[src/rtl/arcade_input_pkg.sv]
// Shared constants for the arcade cabinet-input front end: joystick bit map,
// sys output layout and the default OSD download index for DIP switches.
package arcade_input_pkg;

  localparam int JOY_RIGHT = 0;
  localparam int JOY_LEFT  = 1;
  localparam int JOY_DOWN  = 2;
  localparam int JOY_UP    = 3;
  localparam int JOY_BTN1  = 4;
  localparam int JOY_START = 8;
  localparam int JOY_COIN  = 9;

  localparam int NUM_BTNS    = 4;
  localparam int MAX_PLAYERS = 4;

  localparam int SYS_COIN  = 0;
  localparam int SYS_START = 4;

  localparam logic [7:0] DIP_INDEX_DEFAULT = 8'd254;

endpackage

[src/rtl/coin_stretch.sv]
// Per-player coin stretcher: a rising edge on coin_i while idle produces an
// active-low registered pulse exactly COIN_PULSE cycles wide.
module coin_stretch #(
  parameter int COIN_PULSE = 4096
) (
  input  logic clk_sys,
  input  logic reset_n,
  input  logic coin_i,
  output logic coin_n_o
);

  localparam int CW = $clog2(COIN_PULSE + 1);

  logic [CW-1:0] cnt_q, cnt_d;
  logic          prev_q;
  logic          coin_n_q;

  // Edges seen while a pulse is running are dropped, not queued.
  always_comb begin
    cnt_d = cnt_q;
    if (cnt_q != '0) begin
      cnt_d = cnt_q - CW'(1);
    end else if (coin_i && !prev_q) begin
      cnt_d = CW'(COIN_PULSE);
    end
  end

  always_ff @(posedge clk_sys) begin
    if (!reset_n) begin
      cnt_q    <= '0;
      prev_q   <= 1'b0;
      coin_n_q <= 1'b1;
    end else begin
      cnt_q    <= cnt_d;
      prev_q   <= coin_i;
      coin_n_q <= (cnt_d == '0);
    end
  end

  assign coin_n_o = coin_n_q;

endmodule

[src/rtl/arcade_input_ctrl.sv]
// Cabinet-input front end between hps_io and a game core: DIP capture from
// OSD downloads, active-low player/system ports, coin stretching and autofire.
module arcade_input_ctrl
  import arcade_input_pkg::*;
#(
  parameter int                      NUM_PLAYERS   = 2,
  parameter int                      DIP_BYTES     = 2,
  parameter logic [7:0]              DIP_INDEX     = DIP_INDEX_DEFAULT,
  parameter logic [DIP_BYTES*8-1:0]  DIP_DEFAULT   = '1,
  parameter logic [15:0]             COIN_PULSE    = 16'd4096,
  parameter logic [19:0]             AUTOFIRE_DIV  = 20'd400000,
  parameter logic [3:0]              AUTOFIRE_MASK = 4'b0001
) (
  input  logic                       clk_sys,
  input  logic                       reset_n,
  input  logic [NUM_PLAYERS*16-1:0]  joy,
  input  logic                       autofire_en,
  input  logic                       ioctl_wr,
  input  logic [7:0]                 ioctl_index,
  input  logic [26:0]                ioctl_addr,
  input  logic [15:0]                ioctl_dout,
  output logic [DIP_BYTES*8-1:0]     dsw,
  output logic [NUM_PLAYERS*8-1:0]   player,
  output logic [7:0]                 sys
);

  localparam int DSW_W   = DIP_BYTES * 8;
  localparam int ADDR_SH = $clog2(DIP_BYTES);
  localparam int BANK_W  = (ADDR_SH > 0) ? ADDR_SH : 1;
  localparam int AFW     = $clog2(AUTOFIRE_DIV);

  logic [DSW_W-1:0]         dsw_q, dsw_d;
  logic [NUM_PLAYERS*8-1:0] player_q, player_d;
  logic [NUM_PLAYERS-1:0]   start_n_q, start_n_d;
  logic [AFW-1:0]           af_cnt_q, af_cnt_d;
  logic                     af_phase_q, af_phase_d;
  logic                     af_wrap;
  logic [NUM_BTNS-1:0]      af_gate;
  logic [24:0]              addr_lo;
  logic [BANK_W-1:0]        bank_sel;
  logic                     dip_hit;
  logic [MAX_PLAYERS-1:0]   coin_n_w;
  logic [MAX_PLAYERS-1:0]   start_n_w;
  logic [NUM_PLAYERS-1:0]   unused_joy;
  logic                     unused_io;

  assign addr_lo  = ioctl_addr[24:0];
  assign bank_sel = addr_lo[BANK_W-1:0];
  assign dip_hit  = ioctl_wr && (ioctl_index == DIP_INDEX) &&
                    ((addr_lo >> ADDR_SH) == 25'd0);

  always_comb begin
    dsw_d = dsw_q;
    for (int k = 0; k < DIP_BYTES; k++) begin
      if (dip_hit && (bank_sel == BANK_W'(k))) begin
        dsw_d[8*k +: 8] = ioctl_dout[7:0];
      end
    end
  end

  // Free-running autofire timebase shared by every player.
  assign af_wrap    = (af_cnt_q == AFW'(AUTOFIRE_DIV - 20'd1));
  assign af_cnt_d   = af_wrap ? '0 : af_cnt_q + AFW'(1);
  assign af_phase_d = af_phase_q ^ af_wrap;
  assign af_gate    = AUTOFIRE_MASK & {NUM_BTNS{autofire_en}};

  always_comb begin
    player_d   = '1;
    start_n_d  = '1;
    unused_joy = '0;
    for (int p = 0; p < NUM_PLAYERS; p++) begin
      player_d[8*p +: 8] = ~{joy[16*p+JOY_BTN1 +: NUM_BTNS] & (~af_gate | {NUM_BTNS{af_phase_q}}),
                             joy[16*p+JOY_UP], joy[16*p+JOY_DOWN],
                             joy[16*p+JOY_LEFT], joy[16*p+JOY_RIGHT]};
      start_n_d[p]  = ~joy[16*p+JOY_START];
      unused_joy[p] = ^joy[16*p+10 +: 6];
    end
  end

  assign unused_io = ^{ioctl_addr[26:25], ioctl_dout[15:8], joy[JOY_COIN], unused_joy};

  always_ff @(posedge clk_sys) begin
    if (!reset_n) begin
      dsw_q      <= DIP_DEFAULT;
      player_q   <= '1;
      start_n_q  <= '1;
      af_cnt_q   <= '0;
      af_phase_q <= 1'b0;
    end else begin
      dsw_q      <= dsw_d;
      player_q   <= player_d;
      start_n_q  <= start_n_d;
      af_cnt_q   <= af_cnt_d;
      af_phase_q <= af_phase_d;
    end
  end

  // Slots for absent players stay released (1).
  for (genvar p = 0; p < MAX_PLAYERS; p++) begin : g_player
    if (p < NUM_PLAYERS) begin : g_on
      coin_stretch #(
        .COIN_PULSE (int'(COIN_PULSE))
      ) u_coin (
        .clk_sys  (clk_sys),
        .reset_n  (reset_n),
        .coin_i   (joy[16*p+JOY_COIN]),
        .coin_n_o (coin_n_w[p])
      );
      assign start_n_w[p] = start_n_q[p];
    end else begin : g_off
      assign coin_n_w[p]  = 1'b1;
      assign start_n_w[p] = 1'b1;
    end
  end

  assign dsw    = dsw_q;
  assign player = player_q;
  assign sys    = {start_n_w, coin_n_w};

endmodule

[config.mk]
export PLATFORM = sky130hd
export DESIGN_NAME = arcade_input_ctrl
export DESIGN_NICKNAME = d
export VERILOG_FILES = /design/src/rtl/arcade_input_pkg.sv /design/src/rtl/coin_stretch.sv /design/src/rtl/arcade_input_ctrl.sv
export SDC_FILE = /design/constraint.sdc
export NUM_CORES = 1
export LEC_CHECK = 0
export CORE_MARGIN = 1
export CORE_UTILIZATION = 42
export DETAILED_ROUTE_END_ITERATION = 8
export PLACE_DENSITY = 0.83
export SLEW_MARGIN = 40
export SYNTH_ARGS = -nofsm -noshare
export SYNTH_HDL_FRONTEND = slang
export SYNTH_HIERARCHICAL = 1
export SYNTH_SLANG_ARGS = --single-unit
[constraint.sdc]
create_clock -name clk_sys -period 2.2 [get_ports clk_sys]
set_input_delay 0.44 -clock clk_sys [delete_from_list [all_inputs] [get_ports clk_sys]]
set_output_delay 0.44 -clock clk_sys [all_outputs]
set_load 0.01 [all_outputs]
* After elaboration in Yosys (flattened, before gate mapping)
Index checks and enable logic that the tools add are counted. Widths: inputs -> output; s select.
Operators by class: divide/modulo/power cells 0, eq/ne operators 2, shifts and indexed selects 0, bitwise operators 11, multiplexer cells 4, add/subtract/negate cells 3, multipliers 0, reduce and logical (&&, ||, !) cells 14, order comparisons 0
Operators by type and width (count):
- $mux 13 | 4
- $logic_not 13->1 | 2
- $reduce_bool 13->1 | 2
- $sub 13x1->13 const B | 2
- $logic_not 25->1 | 1
- $add 19x1->19 const B | 1
- $eq 19x19->1 const B | 1
- $not 8->8 | 2
- $and 4x4->4 | 2
- $eq 8x8->1 const B | 1
- $logic_and 1x1->1 | 6
- $not 1->1 | 4
- $not 1->4 | 1
- $or 4x4->4 | 1
- $logic_not 1->1 | 2
- $reduce_or 2->1 | 1
- $xor 1x1->1 | 1
Storage, ports and cells: output and inout port bits 40, RAM bits 0, latch bits 0, memory bits (read-only) 0, register bits after elaboration 84, memories 0

* Depth between registers and ports, before layout
Gate-level depths: netlist of the first run.
depth after elaboration 5, depth in mapped cells 8, mapped depth without buffers 7

* Modules after synthesis
The synthesis of the first run kept the hierarchy.
Modules (own cells, without submodules):
- arcade_input_ctrl | area an instance 2137.0 µm², cells an instance 216, times used 1
- coin_stretch at g_player[1].g_on.u_coin | area an instance 924.6 µm², cells an instance 101, times used 1
- coin_stretch at g_player[0].g_on.u_coin | area an instance 880.8 µm², cells an instance 104, times used 1

* Worst setup path after synthesis of the first run
OpenSTA, ideal clock, no wires.
kind reg2reg, start register g_player[0].g_on.u_coin.cnt_q[0], end register g_player[0].g_on.u_coin.coin_n_q, setup time 84 ps, data arrival time 1984 ps, buffers on the path 1, stages on the path, launching flop included 9, data required time 2116 ps, setup slack 132 ps, period minus slack after synthesis 2068 ps, cells stage by stage dfxtp_1 inv_1 ha_1 or3b_2 buf_2 o31a_1 a2111oi_2 nand4_1 o31ai_2
On the way: cells in the longest elaborated chain, start to end 3, elaborated cells on any way between the ends 5, those cells by class 1 x add/sub; 2 x mux; 2 x reduce/logical
Ends and longest elaborated chain:
- from (decl) | RTL line coin_stretch.sv:14 | logic [CW-1:0] cnt_q, cnt_d;
- from (signal assigned) | RTL line coin_stretch.sv:34 | cnt_q <= cnt_d;
- $sub 13x1->13 (tied with other cells) | RTL line coin_stretch.sv:22 | cnt_d = cnt_q - CW'(1);
- $mux 13 * | RTL line coin_stretch.sv:21 | if (cnt_q != '0) begin
- $logic_not 13->1 * | RTL line coin_stretch.sv:36 | coin_n_q <= (cnt_d == '0);
- to (signal assigned) | RTL line coin_stretch.sv:36
- to (decl) | RTL line coin_stretch.sv:16 | logic coin_n_q;
Every way passes the cells marked *; elsewhere a longest branch is shown, timed or not. A chain may end at the register's enable or synchronous reset.

* Final worst setup path of the first run
start register g_player[0].g_on.u_coin.cnt_q[4], end register g_player[0].g_on.u_coin.coin_n_q
Same word-level chain as after synthesis.

==> results of run 1 <==
[flip-flops by register name, summed over array words and instances, names as in the netlist]
name	cells
start_n_q	2
g_player.g_on.u_coin/coin_n_o	2
g_player.g_on.u_coin/cnt_q	26
af_cnt_q	19
dsw	16
player	16
g_player.g_on.u_coin/prev_q	2
af_phase_q	1
[layout by cell type (no fill, tap or decap), types with 4 or more instances in the layout]
master and instances:
conb_1 4, xor2_1 9, clkbuf_8 9, inv_1 10
mux2i_1 22, nor4_1 9, and2_1 12, nor4bb_1 4
o21a_1 5, nand2_1 35, buf_4 9, nand4_1 14
a21boi_0 8, nor4_4 5, nor2b_1 33, and3_1 4
a21oi_1 14, nand3_1 12, dfxtp_1 82, or4_1 4
nor3_1 7, clkdlybuf4s50_1 99, nand2b_1 4, o21ai_0 9
nor2_1 23, o31ai_1 5, or3_1 10
[logic make-up after synthesis]
family,Yosys count,synth area share [%]
buffers and inverters,29,3.62
other,1,0.0951
muxes,23,5.87
DFF,84,42.7
and+or+nand+nor,203,32.2
adders and majority gates,4,1.27
xor gates and xnor gates,12,2.67
AOI/OAI and AO/OA,65,11.6
[timing repair]
item | in CTS | in global routing
gates resized for setup | 0 | 4
setup endpoints to repair | 0 | 1
endpoints found under the hold margin | 0 | 0
[layout make-up]
class                           count  area share (%)
Timing Repair Buffer              112            21.1
Inverter                           11           0.777
Multi-Input combinational cell    311            40.2
Sequential cell                    84            31.7
Clock buffer                        9            2.33
Tap cell                          108            2.54
Clock inverter                      7            1.37
[power groups by stage]
stage	logic, mW	registers [mW]	clock network, mW
floorplan	2.02	2.06	0
global placement	2.64	2.10	0
detailed placement	2.71	2.12	0
CTS	2.72	2.09	1.11
global route	3.06	2.14	1.18
finish	2.75	2.10	1.08
[layer usage]
metal | up-vias | wire [um] | GRT usage [%] | share of wire, %
met5 | - | 0 | 0 | 0
met4 | 0 | 48 | 3.10 | 0.53
met3 | 8 | 518 | 7.30 | 5.7
met2 | 87 | 4670 | 31.8 | 52
met1 | 1627 | 3790 | 22.8 | 42
li1 | 1724 | - | - | -
[worst max-delay path by stage]
stage,endpoint,depth (start not counted),from,slack [ps]
after floorplan,g_player[0].g_on.u_coin/coin_n_o,8,g_player[0].g_on.u_coin/cnt_q[0],130
after global placement,dsw[15],6,ioctl_index[3],50
after detailed placement,dsw[6],6,ioctl_index[3],5
after CTS,g_player[0].g_on.u_coin/coin_n_o,7,g_player[0].g_on.u_coin/cnt_q[0],50
after global routing,g_player[0].g_on.u_coin/coin_n_o,7,g_player[0].g_on.u_coin/cnt_q[1],-6
final,g_player[0].g_on.u_coin/coin_n_o,5,g_player[0].g_on.u_coin/cnt_q[4],130
[critical path, stage by stage, from the launching register on]
cell and delay, ps:
dfxtp_1 380, or4_4 600, o31a_1 330, a2111oi_2 280, nand4_1 160, o31ai_2 250
==> impl_metrics.py, run 1 <==
metrics = {
    "outcome": {
        "run_status": "completed",
    },
    "setup_path": {
        "regToRegSetupSlack_ps": 130,
        "reg2reg_to": "g_player[0].g_on.u_coin/coin_n_o",
        "setup.worst_path.end_class": "register",
        "ff2ff_path_depth": 5,
        "crit_type": "reg2reg",
        "crit_fanout": 8,
        "required_ps": 2470,
        "reg2reg_from": "g_player[0].g_on.u_coin/cnt_q[4]",
        "start_kind": "register",
        "cp.arrival_ps": 2340,
    },
    "pwr": {
        "power_frac_seq_pct": 35.5,
        "p_int_mw": 3.58,
        "p_sw_mw": 2.35,
        "p_comb_share_pct": 46.4,
        "p_total_mw": 5.93,
        "p_leak_nw": 1.93,
        "powerDensity_nw_per_um2": 1120,
        "pwr-share-clk_pct": 18.2,
        "irDropWorstVdd_mv": 0.879,
        "p_sw_share_pct": 39.6,
    },
    "synth": {
        "async_flop_share_pct": 0,
        "synth-seq-cells": 84,
        "synth_area_leaders": "dfxtp_1, mux2i_1, nor2b_1",
        "yosysTopAreaCell": "dfxtp_1",
        "synth.most_common_cell": "dfxtp_1",
        "synth_common_cells": "dfxtp_1, nand2_1, nor2b_1",
        "netlist_instances": 421,
        "synth-edff-count": 0,
        "yosysSeqAreaShare_pct": 42.7,
        "avgSynthCellArea_um2": 9.36,
        "synth_cell_type_count": 66,
        "yosysWarnings": 6,
        "synth_ff_type": "dfxtp_1",
        "synth_top_area_share_pct": 42.7,
        "netlist_area_um2": 3940,
    },
    "final_layout": {
        "nFillCells": 748,
        "utilization_pct": 59.8,
        "layout.cells.non_filler": 642,
        "drive_gt1_share_pct": 11.2,
        "diodes": 0,
        "areaGrowthSynthToFinish_pct": 34.8,
        "seqCellArea_um2": 1680,
        "fin_area_um2": 5320,
        "multi_input_area_um2": 2130,
        "fin_nets": 620,
    },
    "clock_tree": {
        "cts_tree": "done",
        "cts.sinks": 84,
        "numCtsBuffers": 9,
        "htreeDepth": 3,
        "clkTransAtPathRegs_ps": 90,
        "clock_latency_ps": 360,
        "clockBufferDepth": 2,
        "cts_setup_buffers": 0,
        "clockRootBuffer": "clkbuf_8",
        "cts_hold_buf": 0,
    },
    "placement": {
        "port_buffers": 100,
        "place_area_um2": 5110,
        "dpl.hpwl_um": 6820,
        "gp_congestion": 0.851,
        "dpl.cell_count": 626,
        "pre_cts_slack_ps": 5.11,
    },
    "timing": {
        "finalHoldViolations": 0,
        "finalCritPeriodShare_pct": 94.2,
        "hold_ws_ps": 439,
        "finalMaxSlewViolations": 0,
        "min_period_ps": 2070,
        "finalSetupTns_ps": 0,
        "setup_viol": 0,
        "fin_skew_ps": 9.73,
        "setup_ws_ps": 127,
        "worst_pin_slew_ps": 546,
        "timing.fmax_mhz": 482,
        "slew_headroom_pct": 63.3,
    },
    "routing": {
        "antenna_left": 0,
        "drtIter0Drc": 197,
        "dr.pass1.iters": 4,
        "vias": 3446,
        "remaining_drc_errors": 0,
        "wl_per_cell_um": 14.1,
        "wl_um": 9020,
        "viasPerCell": 5.37,
    },
    "floorplan": {
        "initial_core_util_pct": 44.3,
        "placeableCoreArea_um2": 8890,
        "pin_count": 127,
        "rows": 34,
        "fp.dieH_um": 98.9,
        "die_area_um2": 9780,
        "die_w_um": 98.9,
    },
    "global_route": {
        "grt_pass1_wl_um": 15000,
        "antenna_found_initial": 0,
        "track_usage_pct": 18.8,
        "grt.overflow.total": 0,
        "grt_max_degree": 56,
        "grt_pass1_vias": 3282,
    },
    "worst_hold_path": {
        "min_path_cells": 2,
        "min_path_type": "in2reg",
        "hp-start": "reset_n",
        "hold_end": "g_player[0].g_on.u_coin/coin_n_o",
    },
    "run": {
        "maxCapViolations": 0,
    },
}
No activity file was read; power rests on OpenSTA's default activity.
==> run 2: changes to the inputs <==
- CTS_CLUSTER_DIAMETER: default -> 100
==> results of run 2 <==
Same layout as run 1: the final DEF is identical, and so are final timing and power.
==> run 3: changes to the inputs <==
- SKIP_LAST_GASP: default -> 1
- SLEW_MARGIN: 40 -> 20
==> results of run 3 <==
Same layout as run 1: the final DEF is identical, and so are final timing and power.
